===== config.mk =====
export PLATFORM = sky130hd
export DESIGN_NAME = sram_arbiter
export DESIGN_NICKNAME = d
export VERILOG_FILES = /design/src/rtl/sram_arbiter_pkg.sv /design/src/rtl/sram_arbiter.sv
export SDC_FILE = /design/constraint.sdc
export NUM_CORES = 1
export LEC_CHECK = 0
export ABC_AREA = 1
export BUFFER_PORTS_ARGS = -buffer_cell sky130_fd_sc_hd__buf_2
export CAP_MARGIN = 20
export CORE_MARGIN = 1
export CORE_UTILIZATION = 35
export CTS_BUF_LIST = sky130_fd_sc_hd__clkbuf_4
export DETAILED_ROUTE_END_ITERATION = 10
export GPL_ROUTABILITY_DRIVEN = 0
export PLACE_DENSITY = 0.71
export SLEW_MARGIN = 5
export SYNTH_ARGS = -nofsm -noshare
export SYNTH_HDL_FRONTEND = slang
export SYNTH_SLANG_ARGS = --single-unit

===== constraint.sdc =====
create_clock -name clk -period 10 [get_ports clk]
set_input_delay 2 -clock clk [delete_from_list [all_inputs] [get_ports clk]]
set_output_delay 2 -clock clk [all_outputs]
set_load 0.01 [all_outputs]

===== src/rtl/sram_arbiter_pkg.sv =====
// Shared types and default sizing for the display/renderer SRAM arbiter.
package sram_arbiter_pkg;

  localparam int unsigned DEF_ADDR_W       = 20;
  localparam int unsigned DEF_DATA_W       = 32;
  localparam int unsigned DEF_STARVE_LIMIT = 8;

  typedef logic [DEF_ADDR_W-1:0] SramAddress_t;
  typedef logic [DEF_DATA_W-1:0] SramData_t;

  typedef enum logic [2:0] {
    IDLE = 3'd0,
    RD1  = 3'd1,
    RD2  = 3'd2,
    WR1  = 3'd3,
    WR2  = 3'd4
  } SramArbState_t;

endpackage


===== src/rtl/sram_arbiter.sv =====
// Two-cycle async-SRAM arbiter: display scanout reads vs. renderer reads/writes.
// Optional renderer starvation guard enabled by defining SRAM_ARB_STARVE_GUARD_EN.
module sram_arbiter
  import sram_arbiter_pkg::*;
#(
  parameter int unsigned ADDR_W       = DEF_ADDR_W,
  parameter int unsigned DATA_W       = DEF_DATA_W,
  parameter int unsigned STARVE_LIMIT = DEF_STARVE_LIMIT
) (
  input  logic              clk,
  input  logic              rst,
  input  logic              disp_req,
  input  logic [ADDR_W-1:0] disp_addr,
  output logic              disp_ack,
  output logic [DATA_W-1:0] disp_rdata,
  input  logic              rend_req,
  input  logic              rend_wren,
  input  logic [ADDR_W-1:0] rend_addr,
  input  logic [DATA_W-1:0] rend_wdata,
  output logic              rend_ack,
  output logic [DATA_W-1:0] rend_rdata,
  output logic [ADDR_W-1:0] sram_addr,
  output logic [DATA_W-1:0] sram_dout,
  output logic              sram_doe,
  input  logic [DATA_W-1:0] sram_din,
  output logic              sram_ce_n,
  output logic              sram_oe_n,
  output logic              sram_we_n
);

  SramArbState_t state, nextState;
  logic ownerRend;
  logic arbSlot, dispElig, rendElig, grantDisp, grantRend, starve;
  logic ceNext, oeNext, weNext, doeNext, dispAckNext, rendAckNext;

  // A zero limit would make the guard hand every contested slot to the renderer.
  if (STARVE_LIMIT == 0) begin : gLimitCheck
    $error("STARVE_LIMIT must be nonzero");
  end

`ifdef SRAM_ARB_STARVE_GUARD_EN
  localparam int unsigned CNT_W = $clog2(STARVE_LIMIT + 1);
  logic [CNT_W-1:0] starveCnt;

  assign starve = (starveCnt >= CNT_W'(STARVE_LIMIT));

  // Counts display wins while the renderer is kept waiting.
  always_ff @(posedge clk or posedge rst) begin
    if (rst) begin
      starveCnt <= '0;
    end else if (grantRend || !rend_req) begin
      starveCnt <= '0;
    end else if (grantDisp && !starve) begin
      starveCnt <= starveCnt + CNT_W'(1);
    end
  end
`else
  assign starve = 1'b0;
`endif

  // Arbitration, next state and next registered strobes.
  always_comb begin
    nextState = state;
    grantDisp = 1'b0;
    grantRend = 1'b0;
    arbSlot   = (state == IDLE) || (state == RD2) || (state == WR2);
    // The requester in its ack cycle still holds req; keep it out of this round.
    dispElig  = disp_req && !((state == RD2) && !ownerRend);
    rendElig  = rend_req && !(((state == RD2) || (state == WR2)) && ownerRend);

    if (arbSlot) begin
      if (starve && rendElig)  grantRend = 1'b1;
      else if (dispElig)       grantDisp = 1'b1;
      else if (rendElig)       grantRend = 1'b1;
    end

    unique case (state)
      IDLE, RD2, WR2: begin
        if (grantDisp)      nextState = RD1;
        else if (grantRend) nextState = rend_wren ? WR1 : RD1;
        else                nextState = IDLE;
      end
      RD1:     nextState = RD2;
      WR1:     nextState = WR2;
      default: nextState = IDLE;
    endcase

    ceNext      = (nextState == IDLE);
    oeNext      = !((nextState == RD1) || (nextState == RD2));
    weNext      = (nextState != WR1);
    doeNext     = (nextState == WR1) || (nextState == WR2);
    dispAckNext = (state == RD1) && !ownerRend;
    rendAckNext = ((state == RD1) || (state == WR1)) && ownerRend;
  end

  always_ff @(posedge clk or posedge rst) begin
    if (rst) state <= IDLE;
    else     state <= nextState;
  end

  // Registered SRAM interface, acks and per-requester read data.
  always_ff @(posedge clk or posedge rst) begin
    if (rst) begin
      ownerRend  <= 1'b0;
      sram_ce_n  <= 1'b1;
      sram_oe_n  <= 1'b1;
      sram_we_n  <= 1'b1;
      sram_doe   <= 1'b0;
      sram_addr  <= '0;
      sram_dout  <= '0;
      disp_ack   <= 1'b0;
      rend_ack   <= 1'b0;
      disp_rdata <= '0;
      rend_rdata <= '0;
    end else begin
      sram_ce_n <= ceNext;
      sram_oe_n <= oeNext;
      sram_we_n <= weNext;
      sram_doe  <= doeNext;
      disp_ack  <= dispAckNext;
      rend_ack  <= rendAckNext;
      if (state == RD1) begin
        if (ownerRend) rend_rdata <= sram_din;
        else           disp_rdata <= sram_din;
      end
      if (grantDisp) begin
        ownerRend <= 1'b0;
        sram_addr <= disp_addr;
      end else if (grantRend) begin
        ownerRend <= 1'b1;
        sram_addr <= rend_addr;
        if (rend_wren) sram_dout <= rend_wdata;
      end
    end
  end

endmodule


==> results.yml, run 1 <==
yosys:
  syn-num-nets: 676
  syn-instance-count: 567
  syn-cell-area_um2: 5014
  synth.avg_cell_area_um2: 8.842
  ys_types: 18
  yosysTopAreaCell: "dfrtp_1"
  yosysSeqAreaShare: 0.6296
  netlist.area_leader.share: 0.6139
  synth-seq-cells: 126
  yosys_warnings: 0
  synth_area_leaders: "dfrtp_1 (61%), nand2_1 (15%), o21ai_0 (8.8%), inv_1 (5.3%), nand3_1 (2.1%)"
place:
  port_buffers: 230
  dpl.hpwl_um: 8428
  placed_cells: 951
sta:
  period_needed_ps: 3396
  hold_violations: 0
  drv_slew: 0
  setup_violations: 0
  finalCritPeriodShare: 0.3396
  worstMarginPinSlew_ps: 873.8
  rsz0062_at_grt: "no"
  clock_skew_ps: 11.37
  whs_ps: 484.7
  timing.fmax_ghz: 0.2945
  relSlewSlack: 0.4175
  tns_ps: 0
clock_network:
  cts_tree: "built"
  cts.clk_slew.worst_paths_ps: 100
  clock-sinks: 126
  cts_resized: 0
  postCtsSetupBuffers: 0
  clk_path_buf_depth: 2
  cts_hold_buf: 0
  htree_levels: 4
  clock_latency_ps: 510
  root_buffer: "clkbuf_4"
  cts-buffers-inserted: 17
global_routing:
  use_met1: 0.2121
  grt_pass1_vias: 4027
  grt_use_met2: 0.2724
  grt_start_max_net_pins: 72
  gr-usage-met3: 0.04775
  track_usage: 0.1693
  grt_pass1_wl_um: 19380
  antenna_found_initial: 0
  grt_overflow: 0
  grt-busiest-layer: "met2"
worst_setup_path:
  crit_top_cell: "nand2_1"
  path_cells: "buf_2 -> nand2_1 -> nor2_1 -> buf_4 -> inv_2 -> nand2_1 -> nand2_1 -> nand2_1"
  rr_worst_depth: 10
  critical_path.startpoint_type: "input port"
  required_ps: 10410
  worstPathMaxFanout: 42
  critPathKind: "in2reg"
  slowest_delay_ps: 570
  end_kind: "flip-flop"
  cp_slowest_cell: "nand2_1"
  reg2reg_slack_ps: 7490
  critPathArrivalTime_ps: 3800
final_layout:
  nFillCells: 1375
  drive_gt1_frac: 0.3408
  final_nets: 901
  layout_common_cells: "buf_2 (230), nand2_1 (202), dfrtp_1 (123), o21ai_0 (88), inv_1 (70)"
  finalNonFillerCells: 984
  layout_commonest_cell: "buf_2"
  syn2layout_area_growth_pct: 31.74
  num_antenna_cells: 0
detailed_routing:
  wire_per_inst_um: 12.32
  drt-initial-drc-count: 232
  dr.pass1.iters: 6
  vias: 4288
  vias_per_cell: 4.358
  drc: 0
  antenna_left: 0
  drt-total-wl_um: 12120
run:
  maxCapViolCount: 0
status:
  outcome: "completed"
power_and_ir_drop:
  ir_drop_mv: 0.1029
  p_leak_uw: 0.003890
  power_density_nw_per_um2: 317.8
floorplanning:
  rows: 43
  die-area_um2: 14810
  dieWidth_um: 121.7
  die_h_um: 121.7
  initial_core_util: 0.3598
  io_pins: 231
  core-area_um2: 13930
worst_hold_path:
  hold_depth: 2
  worstHoldPathType: "reg2reg"
[layout make-up]
type / count / area [um^2] / area share
well taps: 180 / 225.2 / 0.03410
flip-flops and latches: 126 / 3157 / 0.4779
inverters: 73 / 276.5 / 0.04186
multi-input cells: 338 / 1446 / 0.2190
clock buffers: 21 / 157.7 / 0.02387
clock inverters: 10 / 121.4 / 0.01837
repair buffers: 236 / 1221 / 0.1849
[sequential cells by signal, summed over array words and instances, names as in the netlist, 3 cells and up]
signal,count
rend_rdata,32
state,3
disp_rdata,32
sram_addr,20
sram_dout,32
[kinds of logic (layout without fill, tap and decap cells)]
family          Yosys count  count (layout)  synth area share
simple gates            235             235            0.1834
flops                   126             126            0.6296
compound gates          103             103            0.1041
buf+inv                 103             340           0.08286
[Yosys cell counts]
master,count
nor2_1,8
nand3_1,21
a21oi_1,1
o211ai_1,1
inv_1,71
o21ai_1,12
dfrtp_1,123
nand4_1,1
o21ai_0,88
buf_6,2
nand4_2,1
a21oi_2,1
inv_2,2
dfstp_2,3
nand2_1,204
buf_1,1
clkbuf_1,16
buf_2,11
[worst max-delay path: cells and delay by family]
family	cells	cell delay [ps]
buffers and inverters	3	810
AND/OR/NAND/NOR	5	960
[metrics by stage]
step / total power (uW) / setup slack (ps) / util / instance area (um^2)
after floorplan: 1388 / 4649 / - / 5014
after global placement: 1733 / 6082 / 0.4511 / 6286
after detailed placement: 1761 / 6008 / 0.4511 / 6286
after CTS: 2121 / 6616 / 0.4711 / 6565
after global routing: 2292 / 6393 / 0.4740 / 6605
final: 2099 / 6604 / 0.4740 / 6605
[power breakdown]
part	internal, uW	switching (uW)	total [uW]
Combinational	335	519	854
Sequential	764	131	895
Clock	179	171	350
Total	1280	821	2100
[worst paths after layout]
path                               startpoint        endpoint
worst max-delay path                 disp_req   sram_addr[15]
worst min-delay path            sram_dout[25]   sram_dout[25]
worst max register to register       state[1]   sram_addr[15]
worst min register to register  sram_dout[25]   sram_dout[25]
max in group asynchronous                 rst   sram_dout[21]
min in group asynchronous                 rst  disp_rdata[21]
[layer usage]
| layer | share of wire | up-vias |
|---|---|---|
| met2 | 0.48 | 148 |
| met4 | 0.015 | 0 |
| met3 | 0.056 | 15 |
| met1 | 0.45 | 1923 |
| li1 | - | 2202 |
| met5 | 0 | - |
No activity file was read; power rests on OpenSTA's default activity.
==> run 2, diff against run 1 <==
--- a/config.mk
+++ b/config.mk
@@ -13,7 +13,7 @@
 export CTS_BUF_LIST = sky130_fd_sc_hd__clkbuf_4
 export DETAILED_ROUTE_END_ITERATION = 10
 export GPL_ROUTABILITY_DRIVEN = 0
-export PLACE_DENSITY = 0.71
+export PLACE_DENSITY = 0.73
 export SLEW_MARGIN = 5
 export SYNTH_ARGS = -nofsm -noshare
 export SYNTH_HDL_FRONTEND = slang
==> constraint.sdc (replaced) <==
create_clock -name clk -period 2.9 [get_ports clk]
set_input_delay 0.58 -clock clk [delete_from_list [all_inputs] [get_ports clk]]
set_output_delay 0.58 -clock clk [all_outputs]
set_load 0.01 [all_outputs]
==> run 2 against run 1 <==
  * Critical path depth is 1 higher
  * First-iteration DRC count down 0.86%
  * Core utilization is 0.081 points lower
  * Die area stayed put
  * Critical path type is now reg2reg
  * Largest cell class unchanged
  * Largest power group unchanged
==> results.yml, run 2 (synthesis gave the netlist of run 1 again) <==
global_routing:
  track_usage: 0.1692
  grt_pass1_wl_um: 19380
  grt_overflow: 0
  grt_start_max_net_pins: 127
  antenna_found_initial: 0
  grt_pass1_vias: 4030
place:
  dpl.hpwl_um: 8339
  port_buffers: 230
sta:
  finalCritPeriodShare: 0.7828
  drv_slew: 0
  timing.fmax_ghz: 0.4405
  whs_ps: 250.4
  period_needed_ps: 2270
  setup_violations: 0
  clock_skew_ps: 9.717
  worstMarginPinSlew_ps: 987.0
  hold_violations: 0
  rsz0062_at_grt: "no"
  relSlewSlack: 0.3396
  tns_ps: 0
final_layout:
  num_antenna_cells: 0
  final_nets: 900
  syn2layout_area_growth_pct: 31.52
  layout_commonest_cell: "buf_2"
  drive_gt1_frac: 0.3342
  nFillCells: 1391
  top_regs: "disp_rdata: 32 flops, rend_rdata: 32 flops, sram_dout: 32 flops"
  layout_common_cells: "buf_2 (230), nand2_1 (202), dfrtp_1 (123), o21ai_0 (88), inv_1 (70)"
detailed_routing:
  antenna_left: 0
  drt-initial-drc-count: 230
  drc: 0
  vias_per_cell: 4.376
  drt-total-wl_um: 12050
  wire_per_inst_um: 12.27
  dr.pass1.iters: 5
  vias: 4297
worst_setup_path:
  regToRegStartpoint: "state[1]"
  critical_path.startpoint_type: "flip-flop"
  required_ps: 3320
  startpoint: "state[1]"
  r2r-end: "sram_addr[15]"
  rr_worst_depth: 9
  critPathKind: "reg2reg"
  end_kind: "flip-flop"
  worstPathMaxFanout: 42
  critPathArrivalTime_ps: 2690
  reg2reg_slack_ps: 630
power_and_ir_drop:
  switchingPower_uw: 2823
  power_density_nw_per_um2: 1099
  seq_power_share: 0.426
  pwr-share-clk: 0.175
  p_comb_frac: 0.399
  ir_drop_mv: 0.4188
  p_int_uw: 4425
  p_leak_uw: 0.003869
  swShare: 0.3895
clock_network:
  cts_tree: "built"
  cts_resized: 0
  postCtsSetupBuffers: 0
  root_buffer: "clkbuf_4"
  clock_latency_ps: 520
  clock-sinks: 126
  cts.clk_slew.worst_paths_ps: 100
  cts-buffers-inserted: 17
  clk_path_buf_depth: 2
  htree_levels: 4
  cts_hold_buf: 0
floorplanning:
  dieWidth_um: 121.7
  initial_core_util: 0.3598
  io_pins: 231
  die_h_um: 121.7
  rows: 43
  core-area_um2: 13930
  die-area_um2: 14810
run:
  maxCapViolCount: 0
worst_hold_path:
  worstHoldPathType: "in2async"
status:
  outcome: "completed"
## run 2: worst max-delay path by stage
stage	to	slack, ps
2_1_floorplan	disp_ack	770
3_3_place_gp	sram_addr[12]	600
3_5_place_dp	sram_addr[15]	590
4_1_cts	sram_addr[15]	600
5_1_grt	sram_addr[13]	360
6_report	sram_addr[15]	630
## run 2: metal layers
layer  vias up  GRT usage  share of wire
li1       2198          -              -
met2       134     0.2745           0.49
met1      1946     0.2091           0.43
met3        19    0.04448          0.054
met4         0    0.08256          0.025
met5         -          0              0
## run 2: worst max-delay path, cell delays in order (launching register included)
cell     delay (ps)
dfrtp_1         460
inv_2            60
nor2_1           90
nand2_1          90
nand2_1         100
nor2_1           70
inv_2           460
nand2_1         570
nand2_1         200
nand2_1          70
## run 2: cell type report
type,count,area [um^2],area share
Clock inverter,12,151.4,0.02296
Clock buffer,18,135.1,0.02049
Timing Repair Buffer,235,1201,0.1822
Inverter,73,277.8,0.04213
Multi-Input combinational cell,338,1446,0.2194
Tap cell,180,225.2,0.03416
Sequential cell,126,3157,0.4787
## run 2: metrics by stage
step	utilization	total power, uW	cell area (um^2)	std cells	setup slack [ps]
5_1_grt	0.4732	7915	6594	982	357.4
6_report	0.4732	7247	6594	982	629.9
2_1_floorplan	-	4785	5017	567	769.2
3_5_place_dp	0.4526	6065	6307	952	591.9
3_3_place_gp	0.4526	5971	6307	952	601.1
4_1_cts	0.4732	7368	6594	982	601.9
## run 2: power groups by stage
stage	combinational, uW	clock (uW)	sequential (uW)
after floorplan	1280	0	3500
after global placement	2890	0	3080
after detailed placement	2960	0	3110
after CTS	2950	1320	3090
after global routing	3330	1390	3200
final	2890	1270	3090
